===== config.mk =====
export PLATFORM = sky130hd
export DESIGN_NAME = mem_arbiter
export DESIGN_NICKNAME = d
export VERILOG_FILES = /design/src/rtl/mem_arbiter.sv
export SDC_FILE = /design/constraint.sdc
export NUM_CORES = 1
export LEC_CHECK = 0
export ABC_AREA = 1
export CAP_MARGIN = 20
export CELL_PAD_IN_SITES_DETAIL_PLACEMENT = 0
export CELL_PAD_IN_SITES_GLOBAL_PLACEMENT = 1
export CORE_ASPECT_RATIO = 1.25
export CORE_MARGIN = 2
export CORE_UTILIZATION = 23
export CTS_CLUSTER_SIZE = 40
export DETAILED_ROUTE_END_ITERATION = 8
export GPL_TIMING_DRIVEN = 1
export PLACE_DENSITY = 0.85
export RECOVER_POWER = 50
export REMOVE_ABC_BUFFERS = 1
export SLEW_MARGIN = 20
export SYNTH_ARGS = -nofsm -noshare
export SYNTH_HDL_FRONTEND = slang
export SYNTH_SLANG_ARGS = --single-unit

===== constraint.sdc =====
create_clock -name clk -period 3.1 [get_ports clk]
set_clock_uncertainty 0.15 [all_clocks]
set_input_delay 0.62 -clock clk [delete_from_list [all_inputs] [get_ports clk]]
set_output_delay 0.62 -clock clk [all_outputs]
set_load 0.02 [all_outputs]

===== src/rtl/mem_arbiter.sv =====
// mem_arbiter: two-client arbiter for a single shared memory port.
//
// Clients: the fetch stage (IF, read-only) and the MEM stage (LS, load/store).
// One transaction is outstanding at a time. A grant registers the winner's
// address/we/wdata/bmask onto mem_*, and they stay constant until mem_ack.
// The client ack and read data are combinational from mem_ack/mem_rdata.
// After each ack there is one IDLE cycle before the next grant.
//
// Optional feature macro: ARB_RR_EN
//   undefined : simultaneous requests go to LS (fixed priority)
//   defined   : simultaneous requests go to the client not granted last;
//               the first contested grant after reset goes to IF
//
// Ports:
//   clk, rst                 clock, asynchronous active-high reset
//   if_req/if_addr           fetch read request
//   if_rdata/if_ack          fetch read data and one-cycle ack
//   ls_req/ls_we/ls_addr     load/store request
//   ls_wdata/ls_bmask        store data and byte mask
//   ls_rdata/ls_ack          load data and one-cycle ack
//   mem_*                    shared memory port
//   stall_if/stall_ls        request pending and not acked this cycle
//
// State table:
//   state   | meaning
//   IDLE    | no transaction outstanding; grants happen here
//   BUSY_IF | fetch transaction on mem_*, waiting for mem_ack
//   BUSY_LS | load/store transaction on mem_*, waiting for mem_ack

module mem_arbiter #(
    parameter int AW = 32,
    parameter int DW = 32
) (
    input  logic          clk,
    input  logic          rst,
    input  logic          if_req,
    input  logic [AW-1:0] if_addr,
    output logic [DW-1:0] if_rdata,
    output logic          if_ack,
    input  logic          ls_req,
    input  logic          ls_we,
    input  logic [AW-1:0] ls_addr,
    input  logic [DW-1:0] ls_wdata,
    input  logic [3:0]    ls_bmask,
    output logic [DW-1:0] ls_rdata,
    output logic          ls_ack,
    output logic          mem_req,
    output logic          mem_we,
    output logic [AW-1:0] mem_addr,
    output logic [DW-1:0] mem_wdata,
    output logic [3:0]    mem_bmask,
    input  logic [DW-1:0] mem_rdata,
    input  logic          mem_ack,
    output logic          stall_if,
    output logic          stall_ls
);

    typedef enum logic [1:0] {
        IDLE    = 2'd0,
        BUSY_IF = 2'd1,
        BUSY_LS = 2'd2
    } state_t;

    state_t state, state_nxt;
    logic   grant_if, grant_ls;

`ifdef ARB_RR_EN
    // 1 when LS was the last client granted; reset makes IF win first.
    logic last_ls;
`endif

    always_ff @(posedge clk or posedge rst) begin
        if (rst) state <= IDLE;
        else     state <= state_nxt;
    end

    always_comb begin
        state_nxt = state;
        grant_if  = 1'b0;
        grant_ls  = 1'b0;
        if_ack    = 1'b0;
        ls_ack    = 1'b0;
        mem_req   = 1'b0;
        case (state)
            IDLE: begin
                // mem_ack is ignored here: nothing is outstanding.
                if (if_req && ls_req) begin
`ifdef ARB_RR_EN
                    if (last_ls) grant_if = 1'b1;
                    else         grant_ls = 1'b1;
`else
                    grant_ls = 1'b1;
`endif
                end else if (if_req) begin
                    grant_if = 1'b1;
                end else if (ls_req) begin
                    grant_ls = 1'b1;
                end
                if (grant_if)      state_nxt = BUSY_IF;
                else if (grant_ls) state_nxt = BUSY_LS;
            end
            BUSY_IF: begin
                mem_req = 1'b1;
                if (mem_ack) begin
                    if_ack    = 1'b1;
                    state_nxt = IDLE;
                end
            end
            BUSY_LS: begin
                mem_req = 1'b1;
                if (mem_ack) begin
                    ls_ack    = 1'b1;
                    state_nxt = IDLE;
                end
            end
            default: state_nxt = IDLE;
        endcase
    end

    // Request fields are captured only at grant so they hold steady while
    // the client is free to change or drop its own request lines.
    always_ff @(posedge clk or posedge rst) begin
        if (rst) begin
            mem_we    <= 1'b0;
            mem_addr  <= '0;
            mem_wdata <= '0;
            mem_bmask <= 4'b0000;
        end else if (grant_if) begin
            mem_we    <= 1'b0;
            mem_addr  <= if_addr;
            mem_wdata <= '0;
            mem_bmask <= 4'b1111;
        end else if (grant_ls) begin
            mem_we    <= ls_we;
            mem_addr  <= ls_addr;
            mem_wdata <= ls_wdata;
            mem_bmask <= ls_bmask;
        end
    end

`ifdef ARB_RR_EN
    always_ff @(posedge clk or posedge rst) begin
        if (rst)           last_ls <= 1'b1;
        else if (grant_ls) last_ls <= 1'b1;
        else if (grant_if) last_ls <= 1'b0;
    end
`endif

    assign if_rdata = if_ack ? mem_rdata : '0;
    assign ls_rdata = ls_ack ? mem_rdata : '0;
    assign stall_if = if_req & ~if_ack;
    assign stall_ls = ls_req & ~ls_ack;

endmodule


==> results.json, run 1 <==
{
  "ios": 276,
  "start_util": 0.233,
  "nFillCells": 1717,
  "maxCapViolCount": 1,
  "reg2regPathDepth": 8,
  "clock_sinks": 71,
  "maxSlewViolCount": 72,
  "rsz0062_at_grt": "no",
  "avgSynthCellArea_um2": 6.87,
  "yosys.area_share.simple": 0.376,
  "grt_pass1_wl_um": 22000,
  "power_density_mw_per_mm2": 813,
  "critPathMaxStageDelay_ns": 0.62,
  "clk_latency_ns": 0.33,
  "dr.pass1.iters": 6,
  "drt_iter0_markers": 124,
  "synth_xor_area_frac": 0,
  "power_leakage_nw": 3.67,
  "grt_antenna_before_repair": 1,
  "finalPower_mw": 5.79,
  "clk_path_buf_depth": 2,
  "cp_common_cell": "clkdlybuf4s50_1",
  "synth_area_mm2": 0.00389,
  "fin_crit_sh": 0.938,
  "grt_usage": 0.157,
  "grt_pass1_vias": 4166,
  "seq_area_frac_synth": 0.456,
  "status": "complete, but fails checks",
  "cts_tree": "yes",
  "violations": "capacitance limit, slew limit",
  "worst_pin_slew_ns": 1.82,
  "path_delay_family": "buffers and inverters",
  "path_buf_inv": 3,
  "num_rows": 53,
  "die_area_mm2": 0.0180,
  "postCtsSetupBuffers": 0,
  "hold_path_depth": 2,
  "grt_max_degree": 72,
  "ys_ff_latch": 71,
  "hold_violations": 0,
  "hpwlAfterDp_um": 10700,
  "layout-drive-gt1-share": 0.0383,
  "cp-start-kind": "input pin",
  "vias": 4377,
  "setup_viol": 0,
  "relSlewSlack": -0.213,
  "hp-class": "reg -> reg",
  "nNetsFinal": 972,
  "wl_per_cell_um": 13.8,
  "synth_top_family_by_area": "simple AND/OR/NAND/NOR gates",
  "fin_ws_ns": 0.191,
  "synth_compound_area_frac": 0.00129,
  "worstPathRequired_ns": 2.33,
  "crit_chain": "clkdlybuf4s50_1 > nand2_1 > buf_12 > nor2_1 > clkdlybuf4s50_1",
  "yosys_warnings": 0,
  "ctsResizeCount": 0,
  "r2r_start": "state[1]",
  "place.port_buffers": 275,
  "min_to": "mem_wdata[28]",
  "antenna_left": 0,
  "end_kind": "output port",
  "regToRegEndpoint": "mem_addr[23]",
  "fin_tns_setup_ns": 0,
  "synth.distinct_cells": 15,
  "cts_max_level": 3,
  "min_period_ns": 2.91,
  "ff_latch_area_mm2": 0.00178,
  "peakVddDrop_mv": 0.420,
  "cts_hold_buffers": 0,
  "gp_congestion": 0.746,
  "critPathKind": "in -> out",
  "layout_common_cells": "210 x clkdlybuf4s50_1, 204 x nand2_1, 105 x inv_1",
  "drc": 0,
  "overflow": 0,
  "clkTransAtPathRegs_ns": 0.06,
  "numCtsBuffers": 9,
  "r2r_slack_ns": 0.85,
  "area_growth_pct": 83.1,
  "die_w_um": 120,
  "worst-path-max-fanout": 33,
  "netlist_instances": 567,
  "viasPerCell": 4.14,
  "fmax_ghz": 0.344,
  "slowest_stage": "clkdlybuf4s50_1",
  "die_h_um": 149,
  "multi_input_area_mm2": 0.00152,
  "crit_arrival_ns": 2.14,
  "core_area_mm2": 0.0167,
  "synth_mux_area_frac": 0,
  "wl_um": 14600,
  "hold_start": "mem_wdata[28]",
  "synthAdderAreaFrac": 0.0129,
  "final_common_cell": "clkdlybuf4s50_1",
  "pre_cts_ws_ns": 0.182,
  "clockRootBuffer": "clkbuf_16"
}
==> worst reg2reg max path, cell delays in order (launching register included) <==
cell and delay, ns:
dfrtp_1 0.38, inv_1 0.09, ha_1 0.22, inv_1 0.15
nor2_8 0.06, inv_1 0.68, buf_12 0.30, nand2_1 0.08
nand2_1 0.07
==> cell usage after synthesis <==
master | instances | share of area
clkbuf_1 | 15 | 0.014
nand2_1 | 204 | 0.20
buf_6 | 6 | 0.017
nor2_1 | 78 | 0.075
inv_2 | 2 | 0.0019
inv_1 | 105 | 0.10
ha_1 | 4 | 0.013
nor2_8 | 1 | 0.0051
dfrtp_1 | 71 | 0.46
nor2_4 | 1 | 0.0029
buf_2 | 8 | 0.010
buf_4 | 4 | 0.0077
o21ai_0 | 1 | 0.0013
nand4_1 | 32 | 0.051
nand3_1 | 35 | 0.045
==> through the flow <==
step / utilization / cells / hold WS (ns) / instance area [um2]
after global placement: 0.411 / 1039 / 0.304 / 6860
after floorplan: - / 534 / 0.317 / 3700
after detailed placement: 0.411 / 1039 / 0.307 / 6860
after CTS: 0.428 / 1055 / 0.323 / 7150
final: 0.426 / 1056 / 0.314 / 7130
after global routing: 0.426 / 1055 / 0.341 / 7120
==> power breakdown <==
group / internal (mW) / switching [mW] / total, mW
sequential: 1.38 / 0.227 / 1.60
clock: 0.557 / 0.453 / 1.01
combinational: 1.31 / 1.87 / 3.18
==> registers in the layout, summed over array words and instances, names as in the netlist <==
signal and count:
mem_wdata 32, state 2, mem_bmask 4, mem_we 1, mem_addr 32
==> how the worst max path moves through the flow <==
stage                       start            to  slack, ns  cells past startpoint
after global routing          rst  mem_addr[11]       0.09                      3
after global placement    mem_ack      stall_if       0.18                      6
after CTS                 mem_ack      stall_if       0.17                      6
after floorplan               rst   mem_addr[0]       0.53                      1
final                     mem_ack   if_rdata[4]       0.19                      5
after detailed placement  mem_ack      stall_if       0.18                      6
==> layer usage <==
layer  GRT usage  share of wire
met1       0.162           0.38
met5           0              0
met3      0.0633           0.11
met4      0.0372         0.0073
met2       0.295           0.50
==> cells by family after synthesis <==
group	count (synthesis)
AOI/OAI and AO/OA	1
adders and majority gates	4
buffers and inverters	140
DFF	71
and+or+nand+nor	351
==> final cells by class <==
| class | count | area share |
|---|---|---|
| inverters | 107 | 0.0564 |
| repair buffers | 285 | 0.401 |
| multi-input cells | 356 | 0.213 |
| flip-flops and latches | 71 | 0.249 |
| well taps | 220 | 0.0386 |
| clock inverters | 7 | 0.00931 |
| clock buffers | 9 | 0.0316 |
| diodes | 1 | 0.000351 |
No activity file was read; power rests on OpenSTA's default activity.
==> inputs of run 2 (changes only) <==
CTS_BUF_LIST = sky130_fd_sc_hd__clkbuf_4   (was not set)
==> run 2 against run 1 <==
  * The flow still finishes with violations (capacitance limit, slew limit)
  * Critical path type is now reg -> out
  * Maximum frequency decreased by 0.97%
  * Worst setup slack worse by 0.029 ns
  * Power is 4.6% lower
==> results.json, run 2 (synthesis results as in run 1) <==
{
  "fmax_ghz": 0.340,
  "clock_sinks": 71,
  "power_density_mw_per_mm2": 793,
  "cts_max_level": 3,
  "num_rows": 53,
  "switchingPower_mw": 2.53,
  "power_leakage_nw": 3.54,
  "ios": 276,
  "clk_latency_ns": 0.45,
  "ff_latch_area_mm2": 0.00178,
  "path_buf_inv": 3,
  "cts_tree": "yes",
  "drc": 0,
  "layout-drive-gt1-share": 0.0395,
  "min_period_ns": 2.94,
  "maxSlewViolCount": 72,
  "grt_usage": 0.158,
  "violations": "capacitance limit, slew limit",
  "swShare": 0.458,
  "cts_hold_buffers": 0,
  "layout_common_cells": "270 x clkdlybuf4s50_1, 204 x nand2_1, 104 x inv_1",
  "finalHoldWorstSlack_ns": 0.335,
  "drt_iter0_markers": 122,
  "wl_um": 14600,
  "worst-path-max-fanout": 33,
  "clockRootBuffer": "clkbuf_4",
  "status": "complete, but fails checks",
  "peakVddDrop_mv": 0.481,
  "grt_antenna_before_repair": 1,
  "wl_per_cell_um": 13.8,
  "core_area_mm2": 0.0167,
  "critPathMaxStageDelay_ns": 0.62,
  "end_kind": "output port",
  "area_growth_pct": 79.2,
  "setup_viol": 0,
  "nNetsFinal": 972,
  "worst_pin_slew_ns": 1.82,
  "clkTransAtPathRegs_ns": 0.14,
  "grt_max_degree": 72,
  "antenna_left": 0,
  "multi_input_area_mm2": 0.00153,
  "final_common_cell": "clkdlybuf4s50_1",
  "hold_violations": 0,
  "vias": 4395,
  "grt_pass1_vias": 4164,
  "die_area_mm2": 0.0180,
  "p_seq_frac": 0.292,
  "nFillCells": 1737,
  "relSlewSlack": -0.211,
  "crit_chain": "inv_1 > ha_1 > nand2_1 > buf_12 > nor2_1 > clkdlybuf4s50_1",
  "comb_power_share": 0.601,
  "ctsResizeCount": 0,
  "dr.pass1.iters": 7,
  "hp-class": "reg -> reg",
  "cp-start-kind": "flip-flop",
  "p_clk_frac": 0.107,
  "start_util": 0.233,
  "slowest_stage": "clkdlybuf4s50_1",
  "hpwlAfterDp_um": 10700,
  "clk_path_buf_depth": 2,
  "path_delay_family": "buffers and inverters",
  "place.port_buffers": 275,
  "gp_congestion": 0.746,
  "fin_tns_setup_ns": 0,
  "postCtsSetupBuffers": 0,
  "numCtsBuffers": 9,
  "fin_crit_sh": 0.948,
  "maxCapViolCount": 1,
  "critPathKind": "reg -> out",
  "grt_pass1_wl_um": 22000,
  "die_h_um": 149,
  "largest_registers": "mem_addr x32, mem_wdata x32, mem_bmask x4",
  "overflow": 0,
  "crit_arrival_ns": 2.17,
  "viasPerCell": 4.16,
  "rsz0062_at_grt": "no",
  "die_w_um": 120,
  "internal_power_mw": 3.00,
  "worstPathRequired_ns": 2.33
}
[run 2: changes by cell type in the layout (fill, tap and decap cells not counted), sizes merged]
| cell | before | now |
|---|---|---|
| buf | 10 | 9 |
| dlygate4sd3 | 62 | 1 |
| clkbuf | 12 | 13 |
| dlymetal6s2s | 0 | 1 |
| clkdlybuf4s50 | 210 | 270 |
[run 2: per-layer routing]
layer  track usage  vias up  wire length (um)
met4        0.0471        0               145
li1              -     2206                 -
met5             0        -                 0
met3        0.0655       11              1630
met1         0.163     1965              5510
met2         0.292      213              7300
[run 2: cell type report]
cell class,instances,share of cell area
clock buffers,9,0.00969
well taps,220,0.0395
inverters,107,0.0576
flip-flops and latches,71,0.255
clock inverters,7,0.00951
repair buffers,285,0.410
multi-input cells,356,0.219
diodes,1,0.000359
[run 2: worst paths after layout]
| kind | slack (ns) | cells past startpoint | start | end |
|---|---|---|---|---|
| worst max-delay path | 0.16 | 6 | state[1] | if_rdata[4] |
| worst min-delay path | 0.33 | 2 | mem_wdata[28] | mem_wdata[28] |
| worst max register to register | 0.51 | 7 | state[1] | mem_wdata[8] |
| worst min register to register | 0.33 | 2 | mem_wdata[28] | mem_wdata[28] |
| max in group asynchronous | 0.65 | 3 | rst | mem_addr[5] |
| min in group asynchronous | 1.08 | 3 | rst | state[1] |
[run 2: power by group through the flow]
stage	clock network [mW]	logic [mW]	registers (mW)
4_1_cts	0.623	3.40	1.62
2_1_floorplan	0	1.06	2.16
5_1_grt	0.654	3.60	1.68
3_5_place_dp	0	3.39	1.63
3_3_place_gp	0	3.38	1.63
6_report	0.591	3.32	1.62
[run 2: worst reg2reg max path, stage by stage (launching register included)]
cell and delay [ns]:
dfrtp_1 0.44, inv_1 0.11, ha_1 0.21, nand2_1 0.16
inv_1 0.09, clkbuf_1 1.00, nand2_1 0.24, nand2_1 0.14
[run 2: per-stage QoR]
stage | util | cell area [um2] | setup slack (ns) | instances | power [mW]
floorplan | - | 3700 | 0.533 | 534 | 3.22
global placement | 0.411 | 6860 | 0.178 | 1039 | 5.00
detailed placement | 0.411 | 6860 | 0.182 | 1039 | 5.02
CTS | 0.419 | 7000 | 0.0638 | 1055 | 5.64
global route | 0.417 | 6970 | 0.0501 | 1055 | 5.93
finish | 0.417 | 6970 | 0.162 | 1056 | 5.53
